--- src/rtl/gpio_pattern_seq.sv ---
`default_nettype none
// ============================================================================
// Module   : gpio_pattern_seq
// Purpose  : Table-driven GPIO pattern sequencer with per-entry dwell and
//            loop control. Optional input capture via GPIO_PATTERN_SEQ_CAPTURE_EN.
// Revision : 1.0 - initial release
// ============================================================================
module gpio_pattern_seq #(
  parameter int                        GPIO_REG_WIDTH = 12,
  parameter int                        DEPTH          = 16,
  parameter int                        DWELL_WIDTH    = 16,
  parameter logic [GPIO_REG_WIDTH-1:0] OUT_MASK       = 12'hD55,
  parameter logic [GPIO_REG_WIDTH-1:0] IDLE_VAL       = 12'h000,
  localparam int                       ADDR_W         = $clog2(DEPTH)
) (
  input  logic                      clk,
  input  logic                      reset,
  input  logic                      cfg_we,
  input  logic [ADDR_W-1:0]         cfg_addr,
  input  logic [GPIO_REG_WIDTH-1:0] cfg_data,
  input  logic [DWELL_WIDTH-1:0]    cfg_dwell,
  input  logic [ADDR_W:0]           num_steps,
  input  logic [7:0]                loop_count,
  input  logic                      start,
  input  logic                      stop,
  output logic [GPIO_REG_WIDTH-1:0] gpio_out,
  output logic                      busy,
  output logic                      done,
  output logic [ADDR_W-1:0]         step_idx,
`ifdef GPIO_PATTERN_SEQ_CAPTURE_EN
  output logic [GPIO_REG_WIDTH-1:0] cap_data,
  output logic                      cap_valid,
`endif
  input  logic [GPIO_REG_WIDTH-1:0] gpio_in
);

  localparam logic [GPIO_REG_WIDTH-1:0] c_idle_word = IDLE_VAL & OUT_MASK;
  localparam logic [ADDR_W:0]           c_num_one   = 1;
  localparam logic [ADDR_W-1:0]         c_step_one  = 1;
  localparam logic [DWELL_WIDTH-1:0]    c_dwell_one = 1;

  typedef enum logic [1:0] {
    S_IDLE = 2'd0,
    S_RUN  = 2'd1,
    S_FIN  = 2'd2
  } state_t;

  state_t                    r_state;
  logic [GPIO_REG_WIDTH-1:0] r_tbl_data  [DEPTH];
  logic [DWELL_WIDTH-1:0]    r_tbl_dwell [DEPTH];
  logic [DWELL_WIDTH-1:0]    r_dwell_cnt;
  logic [7:0]                r_pass_cnt;
  logic [ADDR_W:0]           r_num_steps;
  logic [7:0]                r_loop_count;

  state_t                    w_state_nxt;
  logic [GPIO_REG_WIDTH-1:0] w_gpio_nxt;
  logic                      w_busy_nxt;
  logic                      w_done_nxt;
  logic [ADDR_W-1:0]         w_step_nxt;
  logic [DWELL_WIDTH-1:0]    w_dwell_nxt;
  logic [7:0]                w_pass_nxt;
  logic [ADDR_W:0]           w_num_nxt;
  logic [7:0]                w_loop_nxt;
  logic                      w_last_step;
  logic                      w_last_pass;
  logic [ADDR_W-1:0]         w_fetch_idx;
  logic [GPIO_REG_WIDTH-1:0] w_fetch_data;
  logic [DWELL_WIDTH-1:0]    w_fetch_dwell;

  // Table has no reset so contents survive a reset of the sequencer.
  always_ff @(posedge clk) begin
    if (cfg_we) begin
      r_tbl_data[cfg_addr]  <= cfg_data;
      r_tbl_dwell[cfg_addr] <= cfg_dwell;
    end
  end

  assign w_last_step = ({1'b0, step_idx} == (r_num_steps - c_num_one));
  assign w_last_pass = (r_loop_count != 8'd0) && ((r_pass_cnt + 8'd1) == r_loop_count);

  // The only entry ever fetched is the next one, or entry 0 on start/wrap.
  assign w_fetch_idx   = ((r_state == S_RUN) && !w_last_step) ? (step_idx + c_step_one) : '0;
  assign w_fetch_data  = r_tbl_data[w_fetch_idx];
  assign w_fetch_dwell = r_tbl_dwell[w_fetch_idx];

  always_comb begin
    w_state_nxt = r_state;
    w_gpio_nxt  = gpio_out;
    w_busy_nxt  = busy;
    w_done_nxt  = 1'b0;
    w_step_nxt  = step_idx;
    w_dwell_nxt = r_dwell_cnt;
    w_pass_nxt  = r_pass_cnt;
    w_num_nxt   = r_num_steps;
    w_loop_nxt  = r_loop_count;
    case (r_state)
      S_IDLE: begin
        if (start && !stop) begin
          if (num_steps != '0) begin
            w_state_nxt = S_RUN;
            w_num_nxt   = num_steps;
            w_loop_nxt  = loop_count;
            w_pass_nxt  = 8'd0;
            w_step_nxt  = '0;
            w_gpio_nxt  = w_fetch_data & OUT_MASK;
            w_dwell_nxt = w_fetch_dwell;
            w_busy_nxt  = 1'b1;
          end else begin
            w_done_nxt = 1'b1;
          end
        end
      end
      S_RUN: begin
        if (stop) begin
          w_state_nxt = S_IDLE;
          w_gpio_nxt  = c_idle_word;
          w_busy_nxt  = 1'b0;
          w_step_nxt  = '0;
        end else if (r_dwell_cnt != '0) begin
          w_dwell_nxt = r_dwell_cnt - c_dwell_one;
        end else if (w_last_step && w_last_pass) begin
          w_state_nxt = S_FIN;
          w_gpio_nxt  = c_idle_word;
          w_busy_nxt  = 1'b0;
          w_done_nxt  = 1'b1;
          w_step_nxt  = '0;
        end else begin
          if (w_last_step) begin
            w_pass_nxt = r_pass_cnt + 8'd1;
          end
          w_step_nxt  = w_fetch_idx;
          w_gpio_nxt  = w_fetch_data & OUT_MASK;
          w_dwell_nxt = w_fetch_dwell;
        end
      end
      S_FIN: begin
        w_state_nxt = S_IDLE;
      end
      default: begin
        w_state_nxt = S_IDLE;
        w_gpio_nxt  = c_idle_word;
        w_busy_nxt  = 1'b0;
      end
    endcase
  end

  always_ff @(posedge clk) begin
    if (reset) begin
      r_state      <= S_IDLE;
      gpio_out     <= c_idle_word;
      busy         <= 1'b0;
      done         <= 1'b0;
      step_idx     <= '0;
      r_dwell_cnt  <= '0;
      r_pass_cnt   <= 8'd0;
      r_num_steps  <= '0;
      r_loop_count <= 8'd0;
    end else begin
      r_state      <= w_state_nxt;
      gpio_out     <= w_gpio_nxt;
      busy         <= w_busy_nxt;
      done         <= w_done_nxt;
      step_idx     <= w_step_nxt;
      r_dwell_cnt  <= w_dwell_nxt;
      r_pass_cnt   <= w_pass_nxt;
      r_num_steps  <= w_num_nxt;
      r_loop_count <= w_loop_nxt;
    end
  end

`ifdef GPIO_PATTERN_SEQ_CAPTURE_EN
  // Sample the pins in the final dwell cycle of every step.
  always_ff @(posedge clk) begin
    if (reset) begin
      cap_data  <= '0;
      cap_valid <= 1'b0;
    end else begin
      cap_valid <= 1'b0;
      if ((r_state == S_RUN) && (r_dwell_cnt == '0)) begin
        cap_data  <= gpio_in;
        cap_valid <= 1'b1;
      end
    end
  end
`else
  logic w_unused_gpio_in;
  assign w_unused_gpio_in = ^gpio_in;
`endif

endmodule
`default_nettype wire

--- config.mk ---
export PLATFORM = sky130hd
export DESIGN_NAME = gpio_pattern_seq
export DESIGN_NICKNAME = d
export VERILOG_FILES = /design/src/rtl/gpio_pattern_seq.sv
export SDC_FILE = /design/constraint.sdc
export NUM_CORES = 1
export LEC_CHECK = 0
export ABC_AREA = 0
export BUFFER_PORTS_ARGS = -buffer_cell sky130_fd_sc_hd__buf_2
export CAP_MARGIN = 5
export CORE_MARGIN = 2
export CORE_UTILIZATION = 51
export CTS_CLUSTER_DIAMETER = 30
export DETAILED_ROUTE_END_ITERATION = 8
export PLACE_DENSITY_LB_ADDON = 0.2
export SETUP_SLACK_MARGIN = 0.4
export SLEW_MARGIN = 20
export SYNTH_ARGS = -nofsm -noshare
export SYNTH_HDL_FRONTEND = slang
export SYNTH_SLANG_ARGS = --single-unit
--- constraint.sdc ---
create_clock -name clk -period 3.8 [get_ports clk]
set_clock_uncertainty 0.2 [all_clocks]
set_input_delay 0.38 -clock clk [delete_from_list [all_inputs] [get_ports clk]]
set_output_delay 0.38 -clock clk [all_outputs]
set_load 0.1 [all_outputs]
Yosys cells after proc, flatten, opt, wreduce, memory -nomap -nowiden

Memory sizes are Yosys's and may differ from the RTL's.
Index checks and enable logic that the tools add are counted.

Flip-flop bits (word level): 57
Memory bits (writable): 448
Input port bits: 62
Output and inout port bits: 18
Logic and storage cells: 93
Memories kept: 2

$add $sub $neg: 4
Equality and inequality tests: 13
Muxes and demuxes: 46
Bitwise logic cells: 1
Reductions and logical operators: 18

Memory list:

| name        | words | bits a word | rd ports | clocked after memory_dff | wr ports | line | RTL |
|---|---|---|---|---|---|---|---|
| r_tbl_dwell | 16    | 16          | 1        | 0                        | 1        | 50   | `logic [DWELL_WIDTH-1:0] r_tbl_dwell [DEPTH];` |
| r_tbl_data  | 16    | 12          | 1        | 0                        | 1        | 49   | `logic [GPIO_REG_WIDTH-1:0] r_tbl_data [DEPTH];` |

Operator list:

| kind                                                                 | number |
|---|---|
| 16-bit two-way mux                                                   | 5 |
| 12-bit two-way mux                                                   | 5 |
| 8-bit two-way mux                                                    | 6 |
| 12-bit one-hot mux with 3 select lines                               | 1 |
| 16-bit one-hot mux with 2 select lines                               | 1 |
| 4-bit two-way mux                                                    | 6 |
| 8-bit one-hot mux with 2 select lines                                | 1 |
| 16-bit nonzero test                                                  | 1 |
| 16-bit by 1-bit subtractor with 16-bit output, second input constant | 1 |
| 1-bit two-way mux                                                    | 12 |
| 2-bit != test, second input constant                                 | 6 |
| 4-bit AND reduction                                                  | 3 |
| 2-bit two-way mux                                                    | 5 |
| 5-bit AND reduction                                                  | 2 |
| 8-bit by 1-bit adder with 8-bit output, second input constant        | 1 |
| 8-bit == test                                                        | 1 |
| 4-bit one-hot mux with 2 select lines                                | 1 |
| 8-bit nonzero test                                                   | 1 |
| 7-bit AND reduction                                                  | 1 |
| 3-bit != test, second input constant                                 | 2 |
| 4-bit by 5-bit == test with 1-bit output                             | 1 |
| 5-bit nonzero test                                                   | 1 |
| 5-bit by 1-bit subtractor with 5-bit output, second input constant   | 1 |
| 4-bit by 1-bit adder with 4-bit output, second input constant        | 1 |
| 12 further kinds                                                     | 16 |

Logic depth before layout (Yosys ltp)

Gate-level depths: netlist of run 1.
An unclocked memory read counts as a cell.

Depth after elaboration: 10
Depth in mapped cells: 13
Mapped depth without buffers: 10

Worst setup path before layout of run 1

OpenSTA, ideal clock, no wires.

Path kind: register -> register
Start point: register step_idx[0]
End point: register r_dwell_cnt[2]
Library setup time: 0.118 ns
Arrival: 3.194 ns
Required time: 3.482 ns
Slack: 0.288 ns
Stages on the path, launching flop included: 10
Path buffers: 0
Period minus slack after synthesis: 3.512 ns
Cells stage by stage: dfxtp_1 -> ha_1 -> xor2_1 -> nand2_1 -> a41oi_2 -> nand2_1 -> o221ai_1 -> a31oi_1 -> or4_1 -> o2111a_1

Word-level cells in the longest chain between the ends: 9
Elaborated cells between the ends (all ways): 15
Those cells by class: 1 x add/sub; 2 x eq/ne; 7 x mux; 4 x reduce/logical; 1 x memory

RTL lines:

| item                                                            | line | RTL |
|---|---|---|
| start, declared                                                 | 29   | `output logic [ADDR_W-1:0] step_idx,` |
| start signal, assigned                                          | 164  | `step_idx <= w_step_nxt;` |
| branches (longest 9 deep; another with memory read 16 x 16 bit) | n/a  |  |
| end signal, assigned                                            | 165  | `r_dwell_cnt <= w_dwell_nxt;` |
| end, declared                                                   | 51   | `logic [DWELL_WIDTH-1:0] r_dwell_cnt;` |

Parallel ways; which one is timed is not known. The select of a mux whose other input is x is not followed.
A chain may end at the register's enable or synchronous reset.

Final worst setup path of run 1

Start point: register r_num_steps[0]
End point: register r_dwell_cnt[2]

Word-level cells in the longest chain between the ends: 10
Elaborated cells between the ends (all ways): 15
Those cells by class: 1 x add/sub; 2 x eq/ne; 7 x mux; 4 x reduce/logical; 1 x memory

RTL lines:

| item                                          | line | RTL |
|---|---|---|
| start, declared                               | 53   | `logic [ADDR_W:0] r_num_steps;` |
| start signal, assigned                        | 167  | `r_num_steps <= w_num_nxt;` |
| 5-bit by 1-bit subtractor with 5-bit output * | 79   | `assign w_last_step = ({1'b0, step_idx} == (r_num_steps - c_num_one));` |
| 4-bit by 5-bit == test with 1-bit output *    | 79   |  |
| 1-bit zero test                               | 83   | `assign w_fetch_idx = ((r_state == S_RUN) && !w_last_step) ? (step_idx + c_step_one) : '0;` |
| 1-bit logical AND                             | 83   |  |
| 4-bit two-way mux                             | 83   |  |
| memory read 16 x 16 bit                       | n/a  |  |
| 16-bit two-way mux                            | 122  | `end else if (w_last_step && w_last_pass) begin` |
| 16-bit two-way mux                            | 120  | `end else if (r_dwell_cnt != '0) begin` |
| 16-bit two-way mux                            | 115  | `if (stop) begin` |
| 16-bit one-hot mux with 2 select lines        | 97   | `case (r_state)` |

Every way passes the cells marked *; elsewhere a longest branch is shown, timed or not. The select of a mux whose other input is x is not followed.

==> results of run 1 <==
-- cell usage after synthesis (all sizes together) (3+ instances only) --
library cell	count	area, um^2
nand2	138	518
a221oi	36	328
o31a	6	52.6
o211ai	15	113
nor4	12	87.6
or3b	3	26.3
a311oi	8	70.1
edfxtp	368	11100
o311ai	8	70.1
clkbuf	44	165
nor2b	5	31.3
mux2	29	327
and2	7	43.8
a211o	3	26.3
o221ai	40	350
or3	9	56.3
xor2	13	144
nand3	48	240
dfxtp	52	1040
o22ai	22	138
or4	3	22.5
nor2	69	262
buf	36	206
a31oi	22	138
a211oi	7	52.6
and3	9	56.3
a21oi	61	309
xnor2	11	119
nand4	9	62.6
a222oi	6	60.1
nor4b	3	41.3
mux2i	26	260
o21ai	39	195
a21o	3	22.5
a22oi	7	52.6
inv	12	45.0
o41ai	3	48.8
a41oi	5	58.8
nor3b	4	35.0
nand2b	5	31.3
ha	4	50.1
nand3b	6	45.0
nor3	30	165
-- per-layer routing --
layer	routed length, um	GRT usage, %	part of all wire, %
met1	20100	38.6	40
met2	24700	46.3	49
met3	4640	5.31	9.1
met4	1300	10.1	2.6
met5	0	0	0
-- worst paths after layout --
check	from	end	slack, ns	cells after the start
worst max-delay path	r_num_steps[0]	r_dwell_cnt[2]	0.52	14
worst min-delay path	start	r_num_steps[0]	0.14	4
worst max register to register	r_num_steps[0]	r_dwell_cnt[2]	0.52	14
worst min register to register	gpio_out[0]	gpio_out[0]	0.25	2
-- state kept, by name (all words and copies together) (netlist names) --
register	cells
busy	1
done	1
gpio_out	7
r_dwell_cnt	16
r_loop_count	8
r_num_steps	5
r_pass_cnt	8
r_state	2
r_tbl_data	112
r_tbl_dwell	256
step_idx	4
-- metrics by stage --
step                      cells  area (um^2)  utilization, %  hold WS [ns]  power [mW]
after floorplan            1273        17400               -         0.261        5.65
after global placement     1759        18600            55.2         0.244        5.88
after detailed placement   1759        18600            55.2         0.247        5.90
after CTS                  1946        21800            64.9         0.120        13.3
after global routing       1959        22100            65.6         0.164        13.6
final                      1959        22100            65.6         0.142        13.3
-- where the power goes --
group / total, mW / switching [mW] / internal (mW)
combinational: 0.697 / 0.475 / 0.222
sequential: 5.19 / 0.0548 / 5.14
clock: 7.37 / 2.39 / 4.97
-- timing repair --
action | 4_1_cts | 5_1_grt
endpoints found under the hold margin | 357 | 0
hold buffers | 36 | 0
pin swaps | 1 | 3
gates cloned | 1 | 2
setup buffers | 1 | 10
endpoints found under the setup margin | 12 | 28
gates resized for setup | 2 | 21
-- layout make-up --
| cell class | instances | area share (%) |
|---|---|---|
| antenna | 1 | 0.0113 |
| clock buffer | 95 | 9.99 |
| clock inverter | 54 | 2.93 |
| inverter | 13 | 0.221 |
| multi-input combinational | 760 | 23.4 |
| sequential | 420 | 54.8 |
| tap | 448 | 2.54 |
| timing repair buffer | 168 | 6.05 |
-- logic make-up after synthesis --
family	count (synthesis)	share of synthesized area (%)
flip-flops	420	69.4
multiplexers	55	3.37
AO/OA/AOI/OAI	311	13.0
XOR/XNOR	24	1.51
adder cells (fa/ha/maj)	4	0.287
buffers and inverters	93	2.41
AND/OR/NAND/NOR	361	9.94
other	1	0.0215
-- worst reg2reg max path, cell delays in order (launching register included) --
cell and delay, ns:
dfxtp_2 0.33, inv_1 0.07, ha_1 0.26, nor3b_4 0.25, buf_4 0.17, xor2_4 0.30, o41ai_4 0.12, buf_6 0.16
buf_4 0.16, clkbuf_16 0.19, o31a_1 0.25, o221ai_1 0.08, a31oi_1 0.11, or4_1 0.40, o2111a_1 0.13
==> metrics.txt, run 1 <==
top_reg_cell synth edfxtp_1; Max Buffers Root-to-Sink 3; fin nets 1509; CTS H-tree lvls 3; status complete, no violations; CP dominant cell by count buf_4; Worst EP required 4.07 ns; # fillers 2360; CP Cell Sequence inv_1, ha_1, nor3b_4, buf_4, xor2_4, o41ai_4, buf_6, buf_4, clkbuf_16, o31a_1, o221ai_1, a31oi_1, or4_1, o2111a_1; DP Wirelength 27700 um; Area growth syn-to-layout 26.7%; Via density 6.31; Cell Area, Synth 17400 um^2; share of cells above drive strength 1 23.8%; Routed Antenna Nets 0; Worst Tran Pin Value 0.958 ns; worst setup margin 0.518 ns; post-synthesis sequential area ratio 69.4%; area of the multi-input gates 5170 um^2; most common cell after layout, fill and taps aside edfxtp_1; Worst VDD drop 448 uV; initial antenna violation count 1; gr usage total 28.5%; Vias 12400; Lkg Pwr 7.49 nW; Synth Register Bits 420; P per Cell Area 601 nW/um^2; CTS tree yes; Max Slew Vio Count 0; CTS Buf Count 80; pre-CTS setup slack 0.335 ns; arrival time worst endpoint 3.55 ns; Max FO, Critical Path 18; 1st-pass router iterations 5; Die Y 189 um; Fmax 305 MHz; clock-pin slew on the worst setup and hold paths 0.04 ns; Critical Path End Type flop; row count 67; critical path type reg -> reg; Setup crit start kind flop; DIE WIDTH 189 um; RSZ-0062 raised after global routing false; clock sink count 420; HP Class in -> reg; DR DRC count 0; Clk Latency, worst-skew pair 0.59 ns; family with the most delay on the worst path buffers and inverters; number of global-route vias before repair 12300; DRT iter0 DRCs 1366; Slew headroom 36.1%; Yosys warnings 0; CTS Root Cell clkbuf_16; I/O Buffers 57; Setup TNS Final 0 ns; Final Cycle Share 86.4%; die area 35600 um^2; Syn Area/Cell 13.7 um^2; worst path bufs/invs 5; area of the core 33600 um^2; CP max stage delay 0.40 ns; pin count of the biggest net entering global routing 46; Initial Util 51.8%; wire per inst 25.9 um; Final Critical Period 3.28 ns; Synth async-reset ratio 0%; max_cap viols 0; first-pass GRT wire length 75200 um; Register Area 12100 um^2; Syn Inst Count 1269; commonest non-fill, non-tap cells in the layout 368 x edfxtp_1, 137 x nand2_1, 86 x clkbuf_16; Netlist cell types 79; Post-synth EDFFs 368; Slowest cell on crit path or4_1; Final setup viols 0; endpoints failing hold 0; I/O pin count 80; total gr overflow 0; RePlAce Congestion 0.885; Routed WL 50800 um
Power figures use the tool's default switching activity.
==> run 2: changes to the inputs <==
--- a/config.mk
+++ b/config.mk
@@ -12,6 +12,7 @@
 export CORE_UTILIZATION = 51
 export CTS_CLUSTER_DIAMETER = 30
 export DETAILED_ROUTE_END_ITERATION = 8
+export MAX_ROUTING_LAYER = met4
 export PLACE_DENSITY_LB_ADDON = 0.2
 export SETUP_SLACK_MARGIN = 0.4
 export SLEW_MARGIN = 20
==> run 2 against run 1 <==
First-iteration DRC count grew 5.8%. Combinational power hardly changed. Sequential share of layout area stayed put. Clock power about the same. Critical endpoint unchanged. Flip-flop and latch count did not move. Design area unchanged. Register-to-register slack about the same. Final cell count unchanged. Critical path type unchanged. Global-route usage up 0.88 points. Critical path depth stayed put. Via count shrank 0.14%. Worst hold slack better by 0.0016 ns.
==> metrics.txt, run 2 (synthesis results as in run 1) <==
share of cells above drive strength 1 23.8% (unchanged); I/O pin count 80 (unchanged); arrival time worst endpoint 3.54 ns (was 3.55 ns); number of global-route vias before repair 12300 (about the same); CTS Root Cell clkbuf_16 (unchanged); clock sink count 420 (unchanged); sw power 2.92 mW (about the same); sequential share of power 39.2% (about the same); Core Util, Final 65.6% (unchanged); Die Y 189 um (unchanged); Max FO, Critical Path 18 (unchanged); pre-CTS setup slack 0.335 ns (unchanged); Setup crit start kind flop (unchanged); CTS Buf Count 80 (unchanged); max_cap viols 0 (unchanged); Setup TNS Final 0 ns (unchanged); Final Cycle Share 86.1% (was 86.4%); Final Critical Period 3.27 ns (was 3.28 ns); Worst EP required 4.07 ns (about the same); first-pass GRT wire length 75200 um (about the same); P per Cell Area 601 nW/um^2 (about the same); Routed Antenna Nets 0 (unchanged); total gr overflow 0 (unchanged); DRT iter0 DRCs 1445 (was 1366); Final Power 13.3 mW (about the same); Max Buffers Root-to-Sink 3 (unchanged); HP Class in -> reg (unchanged); area post-placement 18600 um^2 (unchanged); DP Wirelength 27700 um (unchanged); Worst Tran Pin Value 0.949 ns (was 0.958 ns); Worst VDD drop 446 uV (was 448 uV); worst setup margin 0.528 ns (was 0.518 ns); Area growth syn-to-layout 26.7% (unchanged); DR DRC count 0 (unchanged); area of the core 33600 um^2 (unchanged); row count 67 (unchanged); number of flip-flops in the largest register 256 (unchanged); Sw Ratio 22.0% (was 22.1%); DIE WIDTH 189 um (unchanged); commonest non-fill, non-tap cells in the layout 368 x edfxtp_1, 137 x nand2_1, 86 x clkbuf_16 (unchanged); 1st-pass router iterations 6 (was 5); RSZ-0062 raised after global routing false (unchanged); Critical Path End Type flop (unchanged); gr usage total 29.3% (was 28.5%); most common cell after layout, fill and taps aside edfxtp_1 (unchanged); Most flops, register r_tbl_dwell (unchanged); Slew headroom 36.8% (was 36.1%); CTS H-tree lvls 3 (unchanged); post-route cell area 22100 um^2 (unchanged); initial antenna violation count 1 (unchanged); top flop regs r_tbl_dwell x256, r_tbl_data x112, r_dwell_cnt x16 (unchanged); die area 35600 um^2 (unchanged); Lkg Pwr 7.49 nW (unchanged); Cell Int Power 10.3 mW (about the same); Max Slew Vio Count 0 (unchanged); Initial Util 51.8% (unchanged); I/O Buffers 57 (unchanged); Final setup viols 0 (unchanged); status complete, no violations (unchanged); clock-pin slew on the worst setup and hold paths 0.04 ns (about the same); Fmax 306 MHz (was 305 MHz); Vias 12300 (was 12400); fin nets 1509 (unchanged); Via density 6.30 (was 6.31); CTS tree yes (unchanged); logic gate share of total power 5.3% (about the same); Routed WL 50800 um (about the same); RePlAce Congestion 0.900 (was 0.885); critical path type reg -> reg (unchanged); endpoints failing hold 0 (unchanged); area of the multi-input gates 5170 um^2 (unchanged); Clk pwr share 55.6% (about the same); wire per inst 25.9 um (about the same); Register Area 12100 um^2 (unchanged); # fillers 2358 (was 2360); Clk Latency, worst-skew pair 0.58 ns (was 0.59 ns); pin count of the biggest net entering global routing 46 (unchanged)
==> run 2: cell counts in the layout (fill, tap and decap cells not counted) <==
Identical to the previous run, type by type.
==> run 2: worst max-delay path, stage by stage (launching register included) <==
cell,delay [ns]
dfxtp_2,0.33
inv_1,0.07
ha_1,0.26
nor3b_4,0.25
buf_4,0.17
xor2_4,0.29
o41ai_4,0.12
buf_6,0.16
buf_4,0.15
clkbuf_16,0.19
o31a_1,0.25
o221ai_1,0.08
a31oi_1,0.10
or4_1,0.40
o2111a_1,0.12
==> run 2: power groups by stage <==
| stage | clock, mW | combinational [mW] | sequential [mW] |
|---|---|---|---|
| 6_report | 7.36 | 0.698 | 5.19 |
| 5_1_grt | 7.63 | 0.745 | 5.20 |
| 4_1_cts | 7.41 | 0.661 | 5.19 |
| 3_5_place_dp | 0 | 0.626 | 5.27 |
| 3_3_place_gp | 0 | 0.612 | 5.27 |
| 2_1_floorplan | 0 | 0.354 | 5.30 |
==> run 2: layout make-up <==
cell class	count	share of cell area, %
flip-flops and latches	420	54.8
multi-input cells	760	23.4
clock buffers	95	9.99
repair buffers	168	6.05
clock inverters	54	2.93
well taps	448	2.54
inverters	13	0.221
diodes	1	0.0113
==> run 2: layer usage <==
layer  GRT usage [%]  vias to the layer above  share of wire [%]
met4            10.2                        0                2.5
met5               -                        -                  0
met3            5.35                      103                9.5
li1                -                     5405                  -
met2            46.2                      677                 49
met1            38.6                     6155                 39
==> run 2: metrics by stage <==
| step | instances | hold slack (ns) |
|---|---|---|
| after floorplan | 1273 | 0.261 |
| after global placement | 1759 | 0.244 |
| after detailed placement | 1759 | 0.247 |
| after CTS | 1946 | 0.120 |
| after global routing | 1959 | 0.164 |
| final | 1959 | 0.144 |
==> run 2: worst paths after layout <==
path	from	endpoint	slack, ns	cells after the start
worst min register to register	gpio_out[0]	gpio_out[0]	0.25	2
worst max register to register	r_num_steps[0]	r_dwell_cnt[2]	0.53	14
worst max-delay path	r_num_steps[0]	r_dwell_cnt[2]	0.53	14
worst min-delay path	start	r_num_steps[0]	0.14	4
==> run 2: timing repair <==
item	4_1_cts	5_1_grt
setup buffers	1	10
endpoints found under the setup margin	12	28
pin swaps	1	3
resized for setup	2	21
cloned	1	2
endpoints found under the hold margin	357	0
hold buffers	36	0
